<file path="src/rtl/mem_arb_pkg.sv">
// Shared types and owner codes for the memory arbiter and its requesters.
// Optional build macro: MEM_ARB_RR_EN selects CPU/SPART round-robin instead of fixed priority.
package mem_arb_pkg;

   typedef enum logic [1:0] {
      ST_IDLE  = 2'd0,
      ST_ISSUE = 2'd1,
      ST_WAIT  = 2'd2,
      ST_RESP  = 2'd3
   } arb_state_t;

   // Ownership codes published on mem_busy; requesters decode the same values.
   localparam logic [1:0] BUSY_IDLE  = 2'b00;
   localparam logic [1:0] BUSY_CPU   = 2'b01;
   localparam logic [1:0] BUSY_SPART = 2'b10;
   localparam logic [1:0] BUSY_AUD   = 2'b11;

   // Bit positions inside the one-hot winner vector.
   localparam int unsigned WIN_CPU   = 0;
   localparam int unsigned WIN_SPART = 1;
   localparam int unsigned WIN_AUD   = 2;

   // Round-robin pointer values: which of CPU/SPART is favoured next.
   localparam logic RR_CPU   = 1'b0;
   localparam logic RR_SPART = 1'b1;

endpackage

</file>
<file path="src/rtl/mem_arb_pick.sv">
// Combinational winner selection for the memory arbiter.
// Audio always wins; CPU vs SPART is round-robin when MEM_ARB_RR_EN is
// defined, otherwise CPU has fixed priority over SPART.
module mem_arb_pick
   import mem_arb_pkg::*;
(
   input  logic       cpu_req,
   input  logic       spart_req,
   input  logic       aud_req,
`ifdef MEM_ARB_RR_EN
   input  logic       rr_ptr,
`endif
   output logic [2:0] win,
   output logic [1:0] code
);

   // Pick exactly one requester (or none) and report its owner code.
   always_comb begin
      win  = 3'b000;
      code = BUSY_IDLE;
      if (aud_req) begin
         win[WIN_AUD] = 1'b1;
         code         = BUSY_AUD;
      end
`ifdef MEM_ARB_RR_EN
      else if (cpu_req && (!spart_req || rr_ptr == RR_CPU)) begin
         win[WIN_CPU] = 1'b1;
         code         = BUSY_CPU;
      end
`else
      else if (cpu_req) begin
         win[WIN_CPU] = 1'b1;
         code         = BUSY_CPU;
      end
`endif
      else if (spart_req) begin
         win[WIN_SPART] = 1'b1;
         code           = BUSY_SPART;
      end
   end

endmodule

</file>
<file path="src/rtl/mem_arbiter.sv">
// Shared memory port arbiter for CPU, SPART and audio.
// One transaction at a time: IDLE -> ISSUE -> WAIT (until mem_ack) -> RESP.
// All outputs are registered. Build macro MEM_ARB_RR_EN enables CPU/SPART
// round-robin; without it priority is fixed audio > CPU > SPART.
module mem_arbiter
   import mem_arb_pkg::*;
#(
   parameter int AW = 32,
   parameter int DW = 32
) (
   input  logic          clk,
   input  logic          rst_n,
   input  logic          cpu_req,
   input  logic          spart_req,
   input  logic          aud_req,
   input  logic          cpu_we,
   input  logic          spart_we,
   input  logic          aud_we,
   input  logic [AW-1:0] cpu_addr,
   input  logic [AW-1:0] spart_addr,
   input  logic [AW-1:0] aud_addr,
   input  logic [DW-1:0] cpu_wdata,
   input  logic [DW-1:0] spart_wdata,
   input  logic [DW-1:0] aud_wdata,
   output logic          cpu_gnt,
   output logic          spart_gnt,
   output logic          aud_gnt,
   output logic          cpu_done,
   output logic          spart_done,
   output logic          aud_done,
   output logic [DW-1:0] rdata,
   output logic [1:0]    mem_busy,
   output logic          mem_en,
   output logic          mem_we,
   output logic [AW-1:0] mem_addr,
   output logic [DW-1:0] mem_wdata,
   input  logic [DW-1:0] mem_rdata,
   input  logic          mem_ack
);

   arb_state_t    state;
   logic [2:0]    win;
   logic [1:0]    win_code;
   logic          sel_we;
   logic [AW-1:0] sel_addr;
   logic [DW-1:0] sel_wdata;

`ifdef MEM_ARB_RR_EN
   logic          rr_ptr;
`endif

   mem_arb_pick u_pick (
      .cpu_req   (cpu_req),
      .spart_req (spart_req),
      .aud_req   (aud_req),
`ifdef MEM_ARB_RR_EN
      .rr_ptr    (rr_ptr),
`endif
      .win       (win),
      .code      (win_code)
   );

   // Route the winner's command fields toward the memory-side registers.
   always_comb begin
      sel_we    = 1'b0;
      sel_addr  = '0;
      sel_wdata = '0;
      if (win[WIN_AUD]) begin
         sel_we    = aud_we;
         sel_addr  = aud_addr;
         sel_wdata = aud_wdata;
      end else if (win[WIN_CPU]) begin
         sel_we    = cpu_we;
         sel_addr  = cpu_addr;
         sel_wdata = cpu_wdata;
      end else if (win[WIN_SPART]) begin
         sel_we    = spart_we;
         sel_addr  = spart_addr;
         sel_wdata = spart_wdata;
      end
   end

   // Transaction sequencer; the owner code in mem_busy doubles as the
   // latched winner used to route the completion pulse.
   always_ff @(posedge clk or negedge rst_n) begin
      if (!rst_n) begin
         state      <= ST_IDLE;
         cpu_gnt    <= 1'b0;
         spart_gnt  <= 1'b0;
         aud_gnt    <= 1'b0;
         cpu_done   <= 1'b0;
         spart_done <= 1'b0;
         aud_done   <= 1'b0;
         rdata      <= '0;
         mem_busy   <= BUSY_IDLE;
         mem_en     <= 1'b0;
         mem_we     <= 1'b0;
         mem_addr   <= '0;
         mem_wdata  <= '0;
      end else begin
         cpu_gnt    <= 1'b0;
         spart_gnt  <= 1'b0;
         aud_gnt    <= 1'b0;
         cpu_done   <= 1'b0;
         spart_done <= 1'b0;
         aud_done   <= 1'b0;
         mem_en     <= 1'b0;
         unique case (state)
            ST_IDLE: begin
               if (|win) begin
                  state     <= ST_ISSUE;
                  mem_en    <= 1'b1;
                  mem_we    <= sel_we;
                  mem_addr  <= sel_addr;
                  mem_wdata <= sel_wdata;
                  mem_busy  <= win_code;
                  cpu_gnt   <= win[WIN_CPU];
                  spart_gnt <= win[WIN_SPART];
                  aud_gnt   <= win[WIN_AUD];
               end
            end
            ST_ISSUE: begin
               // Write enable is only meaningful alongside the issue strobe.
               mem_we <= 1'b0;
               state  <= ST_WAIT;
            end
            ST_WAIT: begin
               if (mem_ack) begin
                  rdata      <= mem_rdata;
                  cpu_done   <= (mem_busy == BUSY_CPU);
                  spart_done <= (mem_busy == BUSY_SPART);
                  aud_done   <= (mem_busy == BUSY_AUD);
                  state      <= ST_RESP;
               end
            end
            ST_RESP: begin
               mem_busy <= BUSY_IDLE;
               state    <= ST_IDLE;
            end
            default: begin
               state <= ST_IDLE;
            end
         endcase
      end
   end

`ifdef MEM_ARB_RR_EN
   // Point at the other CPU/SPART requester after each CPU or SPART grant.
   always_ff @(posedge clk or negedge rst_n) begin
      if (!rst_n) begin
         rr_ptr <= RR_CPU;
      end else if (state == ST_IDLE && (win[WIN_CPU] || win[WIN_SPART])) begin
         rr_ptr <= win[WIN_CPU] ? RR_SPART : RR_CPU;
      end
   end
`endif

endmodule

</file>
<file path="config.mk">
export PLATFORM = sky130hd
export DESIGN_NAME = mem_arbiter
export DESIGN_NICKNAME = d
export VERILOG_FILES = /design/src/rtl/mem_arb_pkg.sv /design/src/rtl/mem_arb_pick.sv /design/src/rtl/mem_arbiter.sv
export SDC_FILE = /design/constraint.sdc
export NUM_CORES = 1
export LEC_CHECK = 0
export CAP_MARGIN = 5
export CORE_MARGIN = 4
export CORE_UTILIZATION = 38
export DETAILED_ROUTE_END_ITERATION = 12
export MAX_ROUTING_LAYER = met4
export PLACE_DENSITY = 0.91
export SLEW_MARGIN = 20
export SYNTH_ARGS = -nofsm -noshare
export SYNTH_HDL_FRONTEND = slang
export SYNTH_SLANG_ARGS = --single-unit
</file>
<file path="constraint.sdc">
create_clock -name clk -period 1.7 [get_ports clk]
set_input_delay 0.17 -clock clk [delete_from_list [all_inputs] [get_ports clk]]
set_output_delay 0.17 -clock clk [all_outputs]
set_load 0.05 [all_outputs]
</file>
# Word-level counts from Yosys, hierarchy flattened
# Index checks and enable logic that the tools add are counted.
# totals
reg_bits	108
in_bits	233
wordCells	68
# op_classes
n_eq_ne	8
mux	38
n_reduce_logical	9
# op_table
op	n
2-to-1 mux 32 bit	6
2-to-1 mux 1 bit	22
2-to-1 mux 2 bit	7
AND reduction 2 bit	5
equality test 2 bit, second input constant	4
case mux 2 bit (4 select lines)	1
equality test 2 x 1 -> 1 bit, second input constant	2
inequality test 2 bit, second input constant	2
case mux 2 bit (2 select lines)	1
nonzero test 2 bit	2
OR reduction 3 bit	1
zero test 2 bit	1
case mux 1 bit (2 select lines)	1

# Depth between registers and ports, before layout
# Gate-level depths: netlist (run 1).
# depth
word_depth	8
depth_mapped	8

# Cells and area by module
# A second synthesis (run 1) with hierarchy kept.
# hier_totals
cells_unflattened	483
hier_area_um2	5303.8
# by_module_without_submodules
module	instances	cells_per_inst	area_per_inst_um2
mem_arbiter	1	477	5255.0
mem_arb_pick	1	6	48.8

# Worst setup path before layout (run 1)
# OpenSTA, ideal clock, no wires.
# synth_timing
kind	register to register
start	register state[0]
end	register mem_addr[0]
setup_time_ns	0.095
arrival_time_ns	1.440
t_required_ns	1.605
setup_slack_ns	0.164
stages_incl_launch_ff	8
path_buffers	3
path_cell_list	dfrtp_1 -> inv_1 -> ha_1 -> buf_2 -> o31ai_4 -> buf_4 -> buf_2 -> o31ai_1
# synth_between
elab_chain_len	2
# synth_rtl
element	line_no	rtl
start, declared	mem_arbiter.sv:41	arb_state_t state;
start signal, assigned	mem_arbiter.sv:87	state <= ST_IDLE;
start signal, assigned	mem_arbiter.sv:111	state <= ST_ISSUE;
start signal, assigned	mem_arbiter.sv:125	state <= ST_WAIT;
zero test 2 bit	mem_arbiter.sv:108	unique case (state)
AND reduction 2 bit (no line)	--	
end signal, assigned	mem_arbiter.sv:114	mem_addr <= sel_addr;
end, declared	mem_arbiter.sv:35	output logic [AW-1:0] mem_addr,
# No other way between the ends.
# A chain may end at the register's enable or synchronous reset.

# Worst setup path after layout (run 1)
# layout_timing
start	register mem_wdata[26]
end	output port mem_wdata[26]
# layout_lines
element	line_no	rtl
start, declared	mem_arbiter.sv:36	output logic [DW-1:0] mem_wdata,
start signal, assigned	mem_arbiter.sv:115	mem_wdata <= sel_wdata;
# No word-level cell between the ends.

==> results.cfg, run 1 <==
[power_and_ir_drop]
power_leakage_nw = 4.19
ir_drop_mv = 0.845
powerDensity_nw_per_um2 = 1770

[route]
drcViolationCount = 0
routed_via_density = 5.25
drt_iter0_drc = 341
postRouteAntennaNets = 0
firstDrtPassIters = 4
wl_per_cell_microns = 18.6
drt-total-wl_microns = 19200
vias = 5424

[place]
port_buffers = 338
place.gp.congestion = 0.820
placedInstanceArea_sq_um = 9040
place_hpwl_microns = 14600
placedCellCount = 1014

[timing]
fin_tns_setup_ns = 0
tightest_slew_ns = 0.653
clock.fmax_mhz = 597
final.min_clock_period_ns = 1.67
finalSetupViolCount = 0
max-slew-margin-rel_pct = 56.4
hold_violations = 0
fin_crit_sh_pct = 98.5
finalMaxSlewViolations = 0
worst_clock_skew_ns = 0.0112
rsz0062_at_grt = false

[setup_path]
required_ns = 1.53
crit_path_top_delay_cell = clkdlybuf4s50_1
worstPathCellList = clkdlybuf4s50_1
setup.worst_path.start = mem_wdata[26]
start_kind = register
cp-end-kind = output pin
cp.arrival_ns = 1.50
cp_top_family = buffers and inverters
critical_path_class = reg2out
slowest_delay_ns = 0.81
path_max_fanout = 2
path_buf_inv = 1
r2r_start = state[0]

[yosys]
syn_nets = 764
synthXorXnorAreaFrac_pct = 0
ys_ff_latch = 108
synth.distinct_cells = 30
synth_mux_area_share_pct = 6.50
ys.flop_type = dfrtp_1
synth_edf_count = 0
synth_area_leader_cell = dfrtp_1
yosysSeqAreaShare_pct = 47.3
yosys_warnings = 0
synth_top_family_by_area = compound AO/OA/AOI/OAI gates
synth-compound-area-share_pct = 20.8
synth_fa_ha_area_share_pct = 0.876
synthSimpleGateAreaFrac_pct = 17.9
ys_async_sr_fraction_pct = 100
synthCells = 527
synth_top_area_share_pct = 47.3
syn_area_per_cell_sq_um = 10.8
yosys-top-cells-area = dfrtp_1 47%, nor2b_1 12%, a221oi_1 9.7%, o31ai_1 7.6%, mux2_2 6.5%
syn_area_sq_um = 5710

[layout]
fin_area_sq_um = 9400
antenna_cells = 0
fin_util_pct = 64.2
nets = 1081
syn_to_final_growth_pct = 64.6
drive_gt1_share_pct = 16.8
stdcell_count = 1033

[floorplan]
dieArea_sq_um = 17100
io-pin-count = 339
row_count = 44
die_w_microns = 131
start_util_pct = 39.0
coreArea_sq_um = 14600
die_h_microns = 131

[global_routing]
grt_util_all_layers_pct = 21.3
grt_pass1_wl_microns = 27600
grt_pass1_vias = 5462
grt_overflow_total = 0
antenna_found_initial = 0
grt_max_degree = 63

[clock_tree]
clk_path_buf_depth = 2
clk_pin_slew_ns = 0.09
root_buffer = clkbuf_16
clkLatencyLatePin_ns = 0.36
cts_buffers = 9
htree_num_levels = 3
cts_tree = built
cts_num_sinks = 108

[min_path]
min_from = cpu_req
holdCritPathClass = in2reg

[status]
outcome = completed

[run]
drv_cap = 0
-- synthesized netlist by cell type (2+ instances only) --
| cell type | number |
|---|---|
| nor2b_1 | 109 |
| dfrtp_1 | 108 |
| nand2_1 | 67 |
| a221oi_1 | 63 |
| o31ai_1 | 58 |
| mux2_2 | 33 |
| buf_2 | 25 |
| clkbuf_1 | 10 |
| buf_6 | 7 |
| o31ai_2 | 6 |
| inv_1 | 5 |
| ha_1 | 4 |
| nor2_1 | 4 |
| a221oi_2 | 3 |
| buf_4 | 3 |
| buf_8 | 3 |
| nor3b_1 | 3 |
| buf_12 | 2 |
| clkbuf_2 | 2 |
| o21ai_0 | 2 |
-- sequential cells by signal, indices dropped and copies added (netlist names) --
| name | count |
|---|---|
| mem_addr | 32 |
| mem_wdata | 32 |
| rdata | 32 |
| mem_busy | 2 |
| state | 2 |
| aud_done | 1 |
| aud_gnt | 1 |
| cpu_done | 1 |
| cpu_gnt | 1 |
| mem_en | 1 |
| mem_we | 1 |
| spart_done | 1 |
| spart_gnt | 1 |
-- final timing paths --
| kind | to | slack, ns | cells past startpoint |
|---|---|---|---|
| worst max-delay path | mem_wdata[26] | 0.03 | 1 |
| worst min-delay path | cpu_gnt | 0.16 | 3 |
| worst max register to register | state[1] | 0.10 | 5 |
| worst min register to register | mem_addr[14] | 0.48 | 2 |
| max in group asynchronous | mem_addr[0] | 0.68 | 3 |
| min in group asynchronous | mem_addr[8] | 0.34 | 2 |
-- metal layers --
layer	part of all wire (%)	GRT usage, %	wire length (microns)	vias to the layer above
met4	3.1	8.59	593	0
met1	39	23.8	7430	2570
met3	8.1	4.43	1550	43
li1	-	-	-	2560
met5	0	-	0	-
met2	50	37.2	9620	251
-- logic make-up after synthesis --
kind of cell    after synthesis
compound gates              138
flops                       108
buf+inv                      57
mux                          33
fa+ha+maj                     4
simple gates                187
-- power by group --
part / internal (mW) / switching (mW) / total (mW)
sequential: 3.81 / 0.673 / 4.49
clock: 1.06 / 1.10 / 2.17
combinational: 3.41 / 6.55 / 9.96
-- stage by stage --
stage | hold WS, ns | total power [mW] | worst slack [ns]
final | 0.163 | 16.6 | 0.0261
after global routing | 0.148 | 17.5 | 0.000995
after CTS | 0.156 | 16.7 | 0.000195
after detailed placement | 0.155 | 14.8 | 0.122
after global placement | 0.150 | 14.5 | 0.190
after floorplan | -0.126 | 11.1 | 0.164
-- worst reg2reg max path, delay by kind of cell (launching register included) --
kind	cells	cell delay (ns)
adders and majority gates	1	0.26
DFF	1	0.41
buffers and inverters	1	0.10
muxes	1	0.28
and+or+nand+nor	1	0.36
AOI/OAI and AO/OA	1	0.08
-- layout by cell type, fill, tap and decap left out, drive strengths merged, types with 2 or more instances in the layout --
master         instances
a221oi                66
buf                   80
clkbuf                 9
clkdlybuf4s50        231
clkinv                 5
dfrtp                108
dlygate4sd2           26
dlymetal6s2s          20
ha                     4
inv                    7
mux2                  33
nand2                 67
nor2                   4
nor2b                110
nor3b                  3
o21ai                  2
o31ai                 65
-- cell type report --
cell class	count	area, sq um
Clock buffer	9	225
Sequential cell	108	2700
Multi-Input combinational cell	362	2630
Timing Repair Buffer	358	3500
Clock inverter	7	93.8
Fill cell	1143	5240
Inverter	5	18.8
Tap cell	184	230
-- repair_timing --
| action | in CTS | in global routing |
|---|---|---|
| setup endpoints to repair | 26 | 23 |
| gates resized for setup | 26 | 20 |
| buffers inserted | 0 | 2 |
| hold buffers | 1 | 0 |
| endpoints found under the hold margin | 29 | 0 |
Note: power is estimated with default switching activity, not from simulation.
==> run 2, diff against run 1 <==
--- a/config.mk
+++ b/config.mk
@@ -11,6 +11,7 @@
 export DETAILED_ROUTE_END_ITERATION = 12
 export MAX_ROUTING_LAYER = met4
 export PLACE_DENSITY = 0.91
+export SKIP_LAST_GASP = 1
 export SLEW_MARGIN = 20
 export SYNTH_ARGS = -nofsm -noshare
 export SYNTH_HDL_FRONTEND = slang
==> results of run 2 <==
Final layout, timing and power as in run 1 (identical DEF).
==> run 3, diff against run 2 <==
==> constraint.sdc (replaced) <==
create_clock -name clk -period 1.7 [get_ports clk]
set_input_delay 0.17 -clock clk [delete_from_list [all_inputs] [get_ports clk]]
set_output_delay 0.17 -clock clk [all_outputs]
set_load 0.02 [all_outputs]
==> results.cfg, run 3 (same netlist as run 1, synthesis figures left out) <==
[layout]
mostFrequentLayoutCells = 333 x clkdlybuf4s50_1, 109 x nor2b_1, 108 x dfrtp_1, 67 x nand2_1, 63 x a221oi_1
syn_to_final_growth_pct = 66.6
nets = 1076
multi_input_area_sq_um = 2640
largest_registers = mem_addr x32, mem_wdata x32, rdata x32
stdcell_count = 1028
n_fill_cell = 1084
fin_util_pct = 65.0
drive_gt1_share_pct = 9.72
seqCellArea_sq_um = 2700
final_common_cell = clkdlybuf4s50_1
antenna_cells = 0

[setup_path]
r2r_start = state[0]
path_max_fanout = 6
critPathCapture = mem_busy[1]
cp_top_family = buffers and inverters
crit_path_top_delay_cell = clkdlybuf4s50_1
worstPathCellList = clkdlybuf4s50_1
cp.arrival_ns = 1.43
critical_path_class = reg2out
path_depth = 1
reg2regPathDepth = 5
slowest_delay_ns = 0.65
cp-end-kind = output pin
timing.rr.end = rdata[15]
setup.worst_path.start = mem_busy[1]
start_kind = register
path_buf_inv = 1
required_ns = 1.53
rrSetupSlack_ns = 0.13

[timing]
setup_ws_ns = 0.103
tightest_slew_ns = 0.684
rsz0062_at_grt = false
worst_clock_skew_ns = 0.00645
final.min_clock_period_ns = 1.60
finalMaxSlewViolations = 0
fin_crit_sh_pct = 93.9
finalSetupViolCount = 0
max-slew-margin-rel_pct = 54.3
fin_tns_setup_ns = 0
clock.fmax_mhz = 626
hold_violations = 0

[clock_tree]
cts_tree = built
htree_num_levels = 3
root_buffer = clkbuf_16
clk_pin_slew_ns = 0.08
cts_buffers = 9
clkLatencyLatePin_ns = 0.35
cts_num_sinks = 108
clk_path_buf_depth = 2

[route]
routed_via_density = 5.21
drcViolationCount = 0
wl_per_cell_microns = 18.4
firstDrtPassIters = 4
postRouteAntennaNets = 0
drt_iter0_drc = 297
drt-total-wl_microns = 18900
vias = 5354

[place]
place_hpwl_microns = 14600
port_buffers = 338
place.gp.congestion = 0.804
placedCellCount = 1010
post-place-ws_ns = 0.0730

[power_and_ir_drop]
power_leakage_nw = 3.85
powerDensity_nw_per_um2 = 1520
ir_drop_mv = 0.666
p_total_mw = 14.4

[global_routing]
grt_overflow_total = 0
antenna_found_initial = 0
grt_pass1_vias = 5440
grt_pass1_wl_microns = 27800
grt_max_degree = 90
grt_util_all_layers_pct = 21.4

[floorplan]
dieArea_sq_um = 17100
die_h_microns = 131
coreArea_sq_um = 14600
row_count = 44
start_util_pct = 39.0
io-pin-count = 339
die_w_microns = 131

[min_path]
holdCritPathClass = in2reg

[run]
drv_cap = 0

[status]
outcome = completed
-- run 3: cell count changes in the layout (fill, tap and decap cells not counted), sizes merged --
| cell | previous run | this run |
|---|---|---|
| bufinv | 0 | 2 |
| clkdlybuf4s50 | 231 | 333 |
| dlymetal6s2s | 20 | 1 |
| buf | 80 | 18 |
| clkinv | 5 | 3 |
| dlygate4sd2 | 26 | 0 |
-- run 3: worst min-delay path by stage --
stage | start | endpoint | slack, ns | depth (start not counted)
2_1_floorplan | rst_n | aud_done | -0.13 | 0
5_1_grt | cpu_req | cpu_gnt | 0.16 | 3
3_3_place_gp | rst_n | mem_addr[11] | 0.12 | 1
6_report | cpu_req | cpu_gnt | 0.15 | 3
4_1_cts | cpu_req | cpu_gnt | 0.14 | 3
3_5_place_dp | rst_n | mem_addr[8] | 0.12 | 1
-- run 3: metrics by stage --
step | hold slack, ns | cell area, sq um
after floorplan | -0.126 | 5710
after global placement | 0.120 | 9150
after detailed placement | 0.122 | 9150
after CTS | 0.138 | 9510
after global routing | 0.159 | 9520
final | 0.146 | 9520
-- run 3: report_power, final --
part	switching, mW	internal [mW]	leakage (nW)
Sequential	0.659	3.81	1.32
Combinational	3.77	3.83	2.36
Clock	1.04	1.33	0.166
Total	5.47	8.98	3.85
-- run 3: layout make-up --
type / instances / share of cell area, %
Sequential cell: 108 / 28.4
Clock buffer: 9 / 2.37
Multi-Input combinational cell: 362 / 27.7
Tap cell: 184 / 2.42
Clock inverter: 7 / 1.25
Timing Repair Buffer: 353 / 37.7
Inverter: 5 / 0.197
-- run 3: what timing repair did --
action,CTS,global route
hold buffers,1,0
gates resized for setup,0,2
endpoints found under the hold margin,24,0
setup endpoints to repair,0,3
setup buffers,0,1
-- run 3: layer usage --
metal / vias to the layer above / part of all wire, % / track usage, % / wire length, microns
met5: - / 0 / - / 0
met4: 0 / 2.4 / 6.84 / 464
met3: 29 / 7.6 / 5.08 / 1450
met2: 244 / 50 / 37.3 / 9520
met1: 2537 / 40 / 24.3 / 7520
li1: 2544 / - / - / -
